==> config.mk <==
export PLATFORM = sky130hd
export DESIGN_NAME = svo_dec
export DESIGN_NICKNAME = d
export VERILOG_FILES = /design/src/rtl/svo_dec.sv
export SDC_FILE = /design/constraint.sdc
export NUM_CORES = 1
export LEC_CHECK = 0
export ABC_CLOCK_PERIOD_IN_PS = 2700
export CAP_MARGIN = 20
export CORE_MARGIN = 2
export CORE_UTILIZATION = 45
export DETAILED_ROUTE_END_ITERATION = 10
export GPL_ROUTABILITY_DRIVEN = 0
export PLACE_DENSITY = 0.68
export SYNTH_ARGS = -nofsm -noshare
export SYNTH_HDL_FRONTEND = slang
export SYNTH_SLANG_ARGS = --single-unit
==> constraint.sdc <==
create_clock -name clk -period 2.7 [get_ports clk]
set_clock_uncertainty 0.1 [all_clocks]
set_input_delay 0.81 -clock clk [delete_from_list [all_inputs] [get_ports clk]]
set_output_delay 0.81 -clock clk [all_outputs]
set_load 0.01 [all_outputs]
==> src/rtl/svo_dec.sv <==
// Video stream decoder: drops blanking, forwards active pixels and measures frame geometry.
// Latency: 1 cycle from accepted non-blank beat to out_axis_tvalid when the buffer is empty.
// Backpressure: in_axis_tready = (fill < 3), from registers only; the 4-deep buffer absorbs the sink stall.
// Ports:
//   clk, resetn                     - clock, async active-low reset
//   in_axis_t{valid,ready,data,user} - encoded beats, tuser = {blank, vsync, hsync, sof}
//   out_axis_t{valid,ready,data,user} - active pixels, tuser = first pixel of frame
//   active_width/active_height      - last measured pixels per line / lines per frame
//   frame_valid, line_err           - geometry consistent flag, line-width mismatch pulse
module svo_dec #(
  parameter int SVO_BITS_PER_PIXEL = 24,
  parameter int SVO_XYBITS         = 14
) (
  input  logic                          clk,
  input  logic                          resetn,
  input  logic                          in_axis_tvalid,
  output logic                          in_axis_tready,
  input  logic [SVO_BITS_PER_PIXEL-1:0] in_axis_tdata,
  input  logic [3:0]                    in_axis_tuser,
  output logic                          out_axis_tvalid,
  input  logic                          out_axis_tready,
  output logic [SVO_BITS_PER_PIXEL-1:0] out_axis_tdata,
  output logic                          out_axis_tuser,
  output logic [SVO_XYBITS-1:0]         active_width,
  output logic [SVO_XYBITS-1:0]         active_height,
  output logic                          frame_valid,
  output logic                          line_err
);

  typedef enum logic {SEARCH = 1'b0, ACTIVE = 1'b1} state_t;

  localparam int                    ENTRY_W = SVO_BITS_PER_PIXEL + 1;
  localparam logic [SVO_XYBITS-1:0] CNT_MAX = '1;
  localparam logic [SVO_XYBITS-1:0] CNT_ONE = 1;

  state_t                  state;
  logic [ENTRY_W-1:0]      mem [4];
  logic [1:0]              wr_ptr;
  logic [1:0]              rd_ptr;
  logic [2:0]              fill;
  logic                    rdy_en;
  logic                    sof_pend;
  logic                    err_seen;
  logic [SVO_XYBITS-1:0]   wcnt;
  logic [SVO_XYBITS-1:0]   hcnt;

  logic accept;
  logic in_sof;
  logic in_blank;
  logic proc;
  logic push;
  logic pop;
  logic sync_unused;

  function automatic logic [SVO_XYBITS-1:0] sat_inc(input logic [SVO_XYBITS-1:0] v);
    return (v == CNT_MAX) ? v : v + CNT_ONE;
  endfunction

  // hsync/vsync carry no information the decoder needs; blank and sof suffice.
  assign sync_unused = ^in_axis_tuser[2:1];

  // rdy_en holds ready low during reset and releases it on the first edge afterwards.
  assign in_axis_tready  = rdy_en && (fill < 3'd3);
  assign accept          = in_axis_tvalid && in_axis_tready;
  assign in_sof          = in_axis_tuser[0];
  assign in_blank        = in_axis_tuser[3];
  // A SOF beat seen while searching is handled as an active beat in the same cycle.
  assign proc            = accept && ((state == ACTIVE) || in_sof);
  assign push            = proc && !in_blank;

  assign out_axis_tvalid = (fill != 3'd0);
  assign pop             = out_axis_tvalid && out_axis_tready;
  assign out_axis_tdata  = mem[rd_ptr][SVO_BITS_PER_PIXEL-1:0];
  assign out_axis_tuser  = mem[rd_ptr][SVO_BITS_PER_PIXEL];

  // Pixel buffer. Fill never exceeds 3 because pushes require ready.
  always_ff @(posedge clk or negedge resetn) begin
    if (!resetn) begin
      for (int i = 0; i < 4; i++) mem[i] <= '0;
      wr_ptr <= '0;
      rd_ptr <= '0;
      fill   <= '0;
      rdy_en <= 1'b0;
    end else begin
      rdy_en <= 1'b1;
      if (push) begin
        mem[wr_ptr] <= {in_sof | sof_pend, in_axis_tdata};
        wr_ptr      <= wr_ptr + 2'd1;
      end
      if (pop) rd_ptr <= rd_ptr + 2'd1;
      if (push && !pop)      fill <= fill + 3'd1;
      else if (pop && !push) fill <= fill - 3'd1;
    end
  end

  // Frame tracking and geometry measurement.
  always_ff @(posedge clk or negedge resetn) begin
    if (!resetn) begin
      state         <= SEARCH;
      sof_pend      <= 1'b0;
      err_seen      <= 1'b0;
      wcnt          <= '0;
      hcnt          <= '0;
      active_width  <= '0;
      active_height <= '0;
      frame_valid   <= 1'b0;
      line_err      <= 1'b0;
    end else begin
      line_err <= 1'b0;
      if (proc) begin
        if (in_sof) begin
          // Only a SOF that closes a tracked frame carries a measurement.
          if (state == ACTIVE) begin
            active_height <= hcnt;
            frame_valid   <= !err_seen && (hcnt != '0);
          end
          state    <= ACTIVE;
          hcnt     <= '0;
          err_seen <= 1'b0;
          // A non-blank SOF beat is also the first pixel of line one.
          wcnt     <= in_blank ? '0 : CNT_ONE;
          sof_pend <= in_blank;
        end else if (!in_blank) begin
          wcnt     <= sat_inc(wcnt);
          sof_pend <= 1'b0;
        end else if (wcnt != '0) begin
          // First blank after a run of pixels closes the line.
          active_width <= wcnt;
          hcnt         <= sat_inc(hcnt);
          wcnt         <= '0;
          if ((hcnt != '0) && (wcnt != active_width)) begin
            line_err    <= 1'b1;
            frame_valid <= 1'b0;
            err_seen    <= 1'b1;
          end
        end
      end
    end
  end

endmodule

Yosys cells after proc, flatten, opt, wreduce, memory -nomap -nowiden
Index checks and enable logic that the tools add are counted.

storage, ports and cells
  bits in registers = 169
  output and inout port bits = 57
  logic and storage cells = 102

cells by class
  $add $sub $neg = 6
  order comparisons = 4
  equal/unequal tests = 8
  muxes and demuxes = 33
  bitwise operators = 4
  reductions and logical operators = 30

operator list
  cell                                                                  count
  14-bit 2-to-1 mux                                                     8
  100-bit bitwise mux                                                   1
  25-bit 2-to-1 mux                                                     3
  25-bit binary-select mux with 2-bit select                            1
  25-bit demux with 2-bit select                                        1
  14-bit by 1-bit adder with 14-bit output, second input constant       2
  14-bit == test, second input constant                                 2
  14-bit nonzero test                                                   2
  1-bit 2-to-1 mux                                                      17
  14-bit != test                                                        1
  4-bit AND reduction                                                   3
  1-bit logical AND                                                     10
  2-bit nonzero test                                                    4
  3-bit greater-or-equal comparator, second input constant              2
  3-bit 2-to-1 mux                                                      2
  2-bit NOT with 3-bit output                                           2
  3-bit AND reduction                                                   2
  5-bit AND reduction                                                   1
  2-bit by 1-bit adder with 2-bit output, second input constant         2
  1-bit logical NOT                                                     4
  2-bit != test, second input constant                                  2
  2-bit AND reduction                                                   2
  3-bit by 1-bit adder with 3-bit output, second input constant         1
  3-bit by 1-bit < comparator with 1-bit output, second input constant  1
  9 further kinds                                                       9

Logic depth before layout (Yosys ltp)
Gate-level depths: netlist of the first run.

  depth after elaboration = 9
  gate-level depth with buffers = 12
  gate-level depth less buffers = 12

Least setup slack after synthesis of the first run
Ideal clock, no wire load.

  path kind = input -> register
  from = input port in_axis_tuser[0]
  to = register fill[1]
  setup time = 0.125 ns
  arrival = 2.546 ns
  slack = -0.071 ns
  cell stages on the path = 9
  cell sequence = buf_6 -> inv_1 -> nand2_1 -> o21ai_2 -> nor2_1 -> ha_1 -> inv_1 -> fa_1 -> mux2_2

on the way
  word-level cells in the longest chain between the ends = 6
  elaborated cells on any way between the ends = 8
  those cells by class = mux: 1; reduce/logical: 7

ends and longest elaborated chain
  item                                 RTL line  text
  from (decl)                          19        input logic [3:0] in_axis_tuser,
  1-bit logical OR (*)                 68        assign proc = accept && ((state == ACTIVE) || in_sof);
  1-bit logical AND (*)                68
  1-bit logical AND (*)                69        assign push = proc && !in_blank;
  named net push                       51        logic push;
  1-bit logical NOT                    92        else if (pop && !push) fill <= fill - 3'd1;
  1-bit logical AND                    92
  2-bit nonzero test (no source line)  -
  to (signal assigned)                 91        if (push && !pop) fill <= fill + 3'd1;
  to (signal assigned)                 92
  to (decl)                            40        logic [2:0] fill;

Mark *: on every way through the listed nets, which the timed path passes. The rest lies on a longest branch.
A chain may end at the register's enable or synchronous reset.

Final worst setup path of the first run
  from = register rd_ptr[0]
  to = output port out_axis_tdata[15]

on the way
  word-level cells in the longest chain between the ends = 4

ends and longest elaborated chain
  item                                               RTL line  text
  from (decl)                                        39        logic [1:0] rd_ptr;
  from (signal assigned)                             90        if (pop) rd_ptr <= rd_ptr + 2'd1;
  2-bit NOT with 3-bit output (not written as such)  73        assign out_axis_tdata = mem[rd_ptr][SVO_BITS_PER_PIXEL-1:0];
  25-bit binary-select mux with 2-bit select         73
  25-bit 2-to-1 mux (2 in a row)                     -
  to (decl)                                          22        output logic [SVO_BITS_PER_PIXEL-1:0] out_axis_tdata,

No other way between the ends. The select of a mux whose other input is x is not followed.

==> results.cfg, run 1 <==
[yosys]
yosysUniqueCellTypes = 66
synth_common_cells = 169 x dfrtp_1, 102 x mux2_2, 26 x nand2_1
yosysWarnings = 0
ys.flop_type = dfrtp_1
synth_edf_count = 0
synth_most_common_cell = dfrtp_1
postSynth.asyncResetShare_pct = 100
yosysTopAreaCell = dfrtp_1
synth-seq-cells = 169
syn_area_per_cell_sq_um = 13.5
syn_area_sq_mm = 0.00816
yosys.area.top_type_share_pct = 51.8
synthCells = 604
ys_seq_area_share_pct = 51.8
syn_nets = 646
synthTopCellsByArea = dfrtp_1 52%, mux2_2 14%, mux4_2 6.9%

[die]
coreArea_sq_mm = 0.0179
rows = 49
initial_utilization_pct = 45.6
die_height_um = 139
fp.dieW_um = 139
io-pin-count = 89
die_area_sq_mm = 0.0192

[timing]
whs_ns = 0.172
slew_violations = 0
max_freq_mhz = 375
finalSetupTns_ns = 0
rsz0062_at_grt = yes
fin_crit_ns = 2.67
slew-limit-headroom_pct = 67.0
fin_crit_sh_pct = 98.9
fin_ws_ns = 0.0301
setup_viol = 0
tightest_slew_ns = 0.490
hold_viol_final = 0

[grt]
grt_overflow = 0
grt_pass1_wl_mm = 30.0
track_usage_pct = 19.6
met3_usage_pct = 4.42
use_met1_pct = 26.2
grt_pass1_vias = 5745
antenna_found_initial = 0
grtUsageMet2_pct = 32.2
grt_max_degree = 57
grt.busiest_layer = met2

[setup_path]
r2r_setup_slack_ns = 0.16
slowest_stage = mux4_2
cp_top_family = multiplexers
crit_buf_inv = 3
critPathCaptureType = output port
path_cells = buf_6, clkbuf_16, mux4_2, buf_2
r2r-start = wcnt[1]
cp_max_fo = 4
critPathArrivalTime_ns = 1.76
crit_type = reg2out
r2r-end = fill[1]
slowest_delay_ns = 0.50
startpoint_type = flip-flop
required_ns = 1.79
ff2ff_path_depth = 10

[detailed_routing]
drt_first_pass_iters = 5
via_per_inst = 5.58
wl_per_cell_um = 18.5
drcViolationCount = 0
num_vias = 5381
drt_iter0_drc = 309
finalWirelength_mm = 17.9
antenna_left = 0

[finish]
drive_gt1_share_pct = 36.7
design_area_sq_mm = 0.0102
finalNetCount = 765
diodes = 0
syn2layout_area_growth_pct = 25.5

[placement]
io_buffers = 86
post_dp_cell_area_sq_mm = 0.00949
dp_slack_ns = -0.326
dp_hpwl_mm = 11.7

[power]
leakage_nw = 4.59
power.density_mw_per_mm2 = 981
power_mw = 10.0
vdd_ir_drop_max_mv = 0.648

[clocking]
holdBufCountCts = 0
root_buffer = clkbuf_16
clk_pin_slew_ns = 0.07
h-tree-depth = 4
numCtsBuffers = 17
cts_tree = yes
clock_path_buffers = 2
cts.sinks = 169
clk_latency_ns = 0.43

[run]
cap_violations = 0

[run_status]
status = complete, no violations

[hold_path]
min-delay-path-class = in2async
final cells by class:
cell class / instances / area (sq um)
fill: 1463 / 7660
multi-input combinational: 385 / 3640
inverter: 14 / 52.6
clock inverter: 15 / 176
clock buffer: 17 / 425
timing repair buffer: 136 / 1420
tap: 229 / 287
sequential: 169 / 4230
cells by family (layout without fill, tap and decap cells):
family / count (synthesis) / in the layout / synth area share [%]
xor+xnor: 20 / 20 / 2.15
buf+inv: 50 / 182 / 3.57
mux: 151 / 151 / 24.7
compound gates: 69 / 69 / 6.07
simple gates: 134 / 134 / 9.99
other cells: 1 / 1 / 0.0460
fa+ha+maj: 10 / 10 / 1.63
flops: 169 / 169 / 51.8
stage by stage:
stage                     cells  utilization [%]
after floorplan             604                -
after global placement      924             53.0
after detailed placement    924             53.0
after CTS                   964             56.4
after global routing        965             57.2
final                       965             57.2
cell usage in the layout, fill, tap and decap left out, types with 22 or more instances in the layout:
| cell | count |
|---|---|
| dfrtp_1 | 168 |
| mux2_2 | 102 |
| clkdlybuf4s50_1 | 57 |
| buf_4 | 35 |
| mux4_2 | 25 |
| nand2_1 | 24 |
| buf_6 | 23 |
| nor2_1 | 22 |
power breakdown:
group / switching [mW] / internal, mW / total (mW) / leakage [nW]
combinational: 1.48 / 2.21 / 3.70 / 2.06
clock: 1.11 / 1.40 / 2.51 / 0.296
sequential: 0.481 / 3.35 / 3.83 / 2.23
total: 3.07 / 6.97 / 10.0 / 4.59
flip-flops by register name (all words and copies together), names as in the netlist:
register       count
mem              100
line_err           1
wr_ptr             2
fill               3
wcnt              14
hcnt              14
active_width      14
sof_pend           1
err_seen           1
rdy_en             1
rd_ptr             2
active_height     14
frame_valid        1
state              1
routing by layer:
metal  vias to the layer above  share of wire [%]
li1                       2467                  -
met4                         0                1.5
met3                        25                4.2
met5                         -                  0
met2                       141                 49
met1                      2748                 45
timing repair:
action,CTS,global route
buffers inserted,6,0
gates resized for setup,111,19
cloned,2,1
setup endpoints to repair,27,24
worst max-delay path by stage:
stage | from | slack (ns) | end | depth (start not counted)
after floorplan | in_axis_tuser[0] | 0.01 | fill[1] | 9
final | rd_ptr[0] | 0.03 | out_axis_tdata[15] | 4
after CTS | rd_ptr[0] | 0.005 | out_axis_tdata[14] | 4
after global routing | rd_ptr[0] | -0.04 | out_axis_tuser | 4
after global placement | in_axis_tuser[0] | -0.28 | fill[2] | 10
after detailed placement | in_axis_tuser[0] | -0.33 | fill[2] | 10
worst register-to-register path: cells and delay by family (launching register included):
kind | cells | cell delay, ns
multiplexers | 1 | 0.26
buffers and inverters | 2 | 0.16
AND/OR/NAND/NOR | 3 | 0.50
adder cells (fa/ha/maj) | 3 | 0.78
AO/OA/AOI/OAI | 1 | 0.19
flip-flops | 1 | 0.43
Note: power is estimated with default switching activity, not from simulation.
==> inputs of run 2 (changes only) <==
--- a/config.mk
+++ b/config.mk
@@ -7,6 +7,7 @@
 export LEC_CHECK = 0
 export ABC_CLOCK_PERIOD_IN_PS = 2700
 export CAP_MARGIN = 20
+export CORE_ASPECT_RATIO = 0.9
 export CORE_MARGIN = 2
 export CORE_UTILIZATION = 45
 export DETAILED_ROUTE_END_ITERATION = 10
==> results.cfg, run 2 (synthesis results as in run 1) <==
[run_status]
status = complete, no violations

[grt]
use_met1_pct = 25.7
track_usage_pct = 19.5
antenna_found_initial = 0
grt_max_degree = 55
grt_pass1_vias = 5691
grt_overflow = 0
grtUsageMet2_pct = 32.3
met3_usage_pct = 5.14
grt_pass1_wl_mm = 29.6
grt.busiest_layer = met2

[clocking]
holdBufCountCts = 0
clock_path_buffers = 2
cts_tree = yes
numCtsBuffers = 17
clk_latency_ns = 0.43
h-tree-depth = 4
root_buffer = clkbuf_16
clk_pin_slew_ns = 0.07
cts.sinks = 169

[die]
rows = 46
fp.dieW_um = 146
die_height_um = 132
coreArea_sq_mm = 0.0177
initial_utilization_pct = 46.2
io-pin-count = 89
die_area_sq_mm = 0.0192

[power]
vdd_ir_drop_max_mv = 0.490
internal_power_mw = 6.71
p_seq_share_pct = 39.8
p_clk_share_pct = 26.8
p_comb_share_pct = 33.4
p_switching_mw = 2.97
switching_share_pct = 30.7
leakage_nw = 4.56
power.density_mw_per_mm2 = 954

[timing]
fin_crit_sh_pct = 99.5
hold_viol_final = 0
tightest_slew_ns = 0.545
finalSetupTns_ns = 0
max_freq_mhz = 372
fin_crit_ns = 2.69
rsz0062_at_grt = yes
slew_violations = 0
slew-limit-headroom_pct = 63.7
setup_viol = 0
whs_ns = 0.247

[setup_path]
critPathCaptureType = output port
startpoint_type = flip-flop
path_cells = buf_6, mux4_2, buf_2
r2r-start = wcnt[1]
critPathArrivalTime_ns = 1.78
cp_max_fo = 7
cp-startpoint = rd_ptr[0]
crit_type = reg2out
slowest_stage = mux4_2
crit_buf_inv = 2
r2r_setup_slack_ns = 0.19
cp_top_family = multiplexers
required_ns = 1.79
slowest_delay_ns = 0.53

[detailed_routing]
num_vias = 5374
drt_iter0_drc = 323
antenna_left = 0
via_per_inst = 5.49
drt_first_pass_iters = 4
wl_per_cell_um = 18.3
finalWirelength_mm = 17.9
drcViolationCount = 0

[finish]
drive_gt1_share_pct = 36.9
mostFrequentLayoutCells = 168 x dfrtp_1, 102 x mux2_2, 58 x clkdlybuf4s50_1
fin_cells = 978
diodes = 0
finalNetCount = 767
fin_util_pct = 57.4
regMostFlops = mem
largest_register_ffs = 100
layout_commonest_cell = dfrtp_1
syn2layout_area_growth_pct = 24.5

[run]
cap_violations = 0

[hold_path]
min-delay-path-class = in2async

[placement]
dp_hpwl_mm = 12.2
io_buffers = 86
dp_cells = 943
==> run 2: cell types whose count changed in the layout (fill, tap and decap cells not counted), moves of 2 or more <==
cell	change
buf_16	-2
buf_2	+7
buf_4	+3
buf_6	-17
clkbuf_2	+11
inv_6	-3
==> run 2: area by class of cell <==
class                   count  area (sq um)
multi-input cells         385          3640
clock inverters            15           208
fillers                  1443          7520
flip-flops and latches    169          4230
clock buffers              17           425
repair buffers            138          1290
inverters                  14          52.6
well taps                 240           300
==> run 2: repair_timing <==
| item | 4_1_cts | 5_1_grt |
|---|---|---|
| pin swaps | 0 | 0 |
| buffers inserted | 2 | 1 |
| gates cloned | 1 | 1 |
| setup endpoints to repair | 27 | 25 |
| gates resized for setup | 76 | 25 |
==> run 2: metal layers <==
metal  part of all wire [%]  up-vias  wire length [um]
li1                       -     2465                 -
met1                     44     2804              7920
met2                     51      101              9090
met3                    4.8        4               859
met4                   0.29        0                52
met5                      0        -                 0
==> run 2: path summary, 6_finish.rpt <==
| check | endpoint | cells after the start |
|---|---|---|
| max | out_axis_tdata[14] | 3 |
| min | mem[67] | 1 |
| max reg2reg | fill[1] | 10 |
| min reg2reg | mem[79] | 1 |
| max in group asynchronous | mem[56] | 2 |
| min in group clk | mem[79] | 1 |
==> run 2: power groups by stage <==
stage	Combinational, mW	Clock [mW]	Sequential, mW
6_report	3.24	2.60	3.85
5_1_grt	3.50	2.78	3.97
4_1_cts	3.35	2.66	3.85
3_5_place_dp	3.47	0	3.89
3_3_place_gp	3.38	0	3.79
2_1_floorplan	2.13	0	3.73
==> run 2: metrics by stage <==
step                power (mW)  worst slack, ns  cell area (sq um)
floorplan                 5.85           0.0136               8160
global placement          7.17           -0.285               9580
detailed placement        7.36           -0.324               9580
CTS                       9.87          -0.0830              10200
global route              10.3          -0.0689              10200
finish                    9.69           0.0123              10200
==> inputs of run 3 (changes only) <==
--- a/config.mk
+++ b/config.mk
@@ -6,12 +6,14 @@
 export NUM_CORES = 1
 export LEC_CHECK = 0
 export ABC_CLOCK_PERIOD_IN_PS = 2700
-export CAP_MARGIN = 20
+export CAP_MARGIN = 10
 export CORE_ASPECT_RATIO = 0.9
 export CORE_MARGIN = 2
 export CORE_UTILIZATION = 45
+export CTS_BUF_LIST = sky130_fd_sc_hd__clkbuf_2 sky130_fd_sc_hd__clkbuf_4 sky130_fd_sc_hd__clkbuf_8
 export DETAILED_ROUTE_END_ITERATION = 10
 export GPL_ROUTABILITY_DRIVEN = 0
+export HOLD_SLACK_MARGIN = 0.1
 export PLACE_DENSITY = 0.68
 export SYNTH_ARGS = -nofsm -noshare
 export SYNTH_HDL_FRONTEND = slang
==> results.cfg, run 3 (synthesis results as in run 1) <==
[grt]
grt_pass1_vias = 5683
antenna_found_initial = 0
track_usage_pct = 19.5
grt_overflow = 0
grt_max_degree = 55
grt_pass1_wl_mm = 29.5

[clocking]
cts.sinks = 169
h-tree-depth = 4
clk_latency_ns = 0.45
clock_path_buffers = 2
clk_pin_slew_ns = 0.10
holdBufCountCts = 0
numCtsBuffers = 17
root_buffer = clkbuf_8
cts_tree = yes

[timing]
slew-limit-headroom_pct = 63.4
hold_viol_final = 0
fin_ws_ns = -0.0379
fin_crit_sh_pct = 101
tightest_slew_ns = 0.549
finalSetupTns_ns = -0.148
max_freq_mhz = 365
setup_viol = 12
slew_violations = 0
rsz0062_at_grt = yes
fin_crit_ns = 2.74
whs_ns = 0.213

[placement]
dp_hpwl_mm = 12.2
io_buffers = 86
post_dp_cell_area_sq_mm = 0.00958
dp_cells = 943
dp_slack_ns = -0.324

[setup_path]
ff2ff_path_depth = 10
r2r_setup_slack_ns = 0.19
r2r-end = fill[1]
startpoint_type = flip-flop
required_ns = 1.79
critPathCaptureType = output port
cp_max_fo = 7
crit_type = reg2out
r2r-start = wcnt[1]
critPathArrivalTime_ns = 1.83

[die]
initial_utilization_pct = 46.2
coreArea_sq_mm = 0.0177
die_area_sq_mm = 0.0192
fp.dieW_um = 146
rows = 46
die_height_um = 132
io-pin-count = 89

[finish]
fin_util_pct = 56.8
drive_gt1_share_pct = 36.9
fin_cells = 978
layout_commonest_cell = dfrtp_1
regMostFlops = mem
syn2layout_area_growth_pct = 23.1
diodes = 0
finalNetCount = 767
fill_cells = 1465
largest_register_ffs = 100
mostFrequentLayoutCells = 168 x dfrtp_1, 102 x mux2_2, 58 x clkdlybuf4s50_1
design_area_sq_mm = 0.0100

[power]
vdd_ir_drop_max_mv = 0.432
power.density_mw_per_mm2 = 923
power_mw = 9.26
leakage_nw = 4.49

[run]
cap_violations = 0

[detailed_routing]
antenna_left = 0
via_per_inst = 5.49
drt_iter0_drc = 372
drt_first_pass_iters = 4
wl_per_cell_um = 18.4
finalWirelength_mm = 18.0
num_vias = 5372
drcViolationCount = 0

[hold_path]
min-delay-path-class = in2async

[run_status]
status = finished, violations left
violations = setup timing
[run 3: cell types whose count changed in the layout (fill, tap and decap cells not counted)]
cell,change
clkbuf_16,-17
clkbuf_8,+17
buf_2,-10
buf_6,+8
buf_12,+2
[run 3: worst max path at each step]
| stage | endpoint | startpoint | slack [ns] |
|---|---|---|---|
| 6_report | out_axis_tdata[15] | rd_ptr[0] | -0.04 |
| 5_1_grt | out_axis_tdata[15] | rd_ptr[0] | -0.11 |
| 4_1_cts | out_axis_tuser | rd_ptr[0] | -0.13 |
| 3_5_place_dp | fill[2] | in_axis_tuser[0] | -0.32 |
| 3_3_place_gp | fill[2] | in_axis_tuser[0] | -0.29 |
| 2_1_floorplan | fill[1] | in_axis_tuser[0] | 0.01 |
[run 3: layer usage]
metal / up-vias / part of all wire, % / track usage, %
li1: 2467 / - / -
met2: 124 / 50 / 32.2
met1: 2774 / 45 / 25.9
met4: 0 / 0.50 / 4.96
met5: - / 0 / 0
met3: 7 / 4.4 / 4.83
[run 3: power breakdown]
group / internal, mW / switching [mW] / total [mW]
registers: 3.35 / 0.509 / 3.86
logic: 2.02 / 1.41 / 3.43
clock network: 0.957 / 1.02 / 1.98
total: 6.32 / 2.94 / 9.26
[run 3: worst max-delay path: stages, from the launching register on]
cell     delay, ns
dfrtp_2       0.52
buf_12        0.18
mux4_2        0.54
buf_6         0.14
[run 3: area by class of cell]
| class | instances | area [sq um] | share of cell area [%] |
|---|---|---|---|
| inverter | 14 | 52.6 | 0.523 |
| clock inverter | 15 | 208 | 2.07 |
| multi-input combinational | 385 | 3640 | 36.3 |
| timing repair buffer | 138 | 1370 | 13.7 |
| sequential | 169 | 4230 | 42.1 |
| tap | 240 | 300 | 2.99 |
| clock buffer | 17 | 234 | 2.33 |
[run 3: timing repair]
item / in CTS / in global routing
hold endpoints to repair: 0 / 0
pin swaps: 0 / 0
endpoints found under the setup margin: 27 / 25
gates resized for setup: 81 / 34
buffers inserted: 2 / 1
cloned: 1 / 1
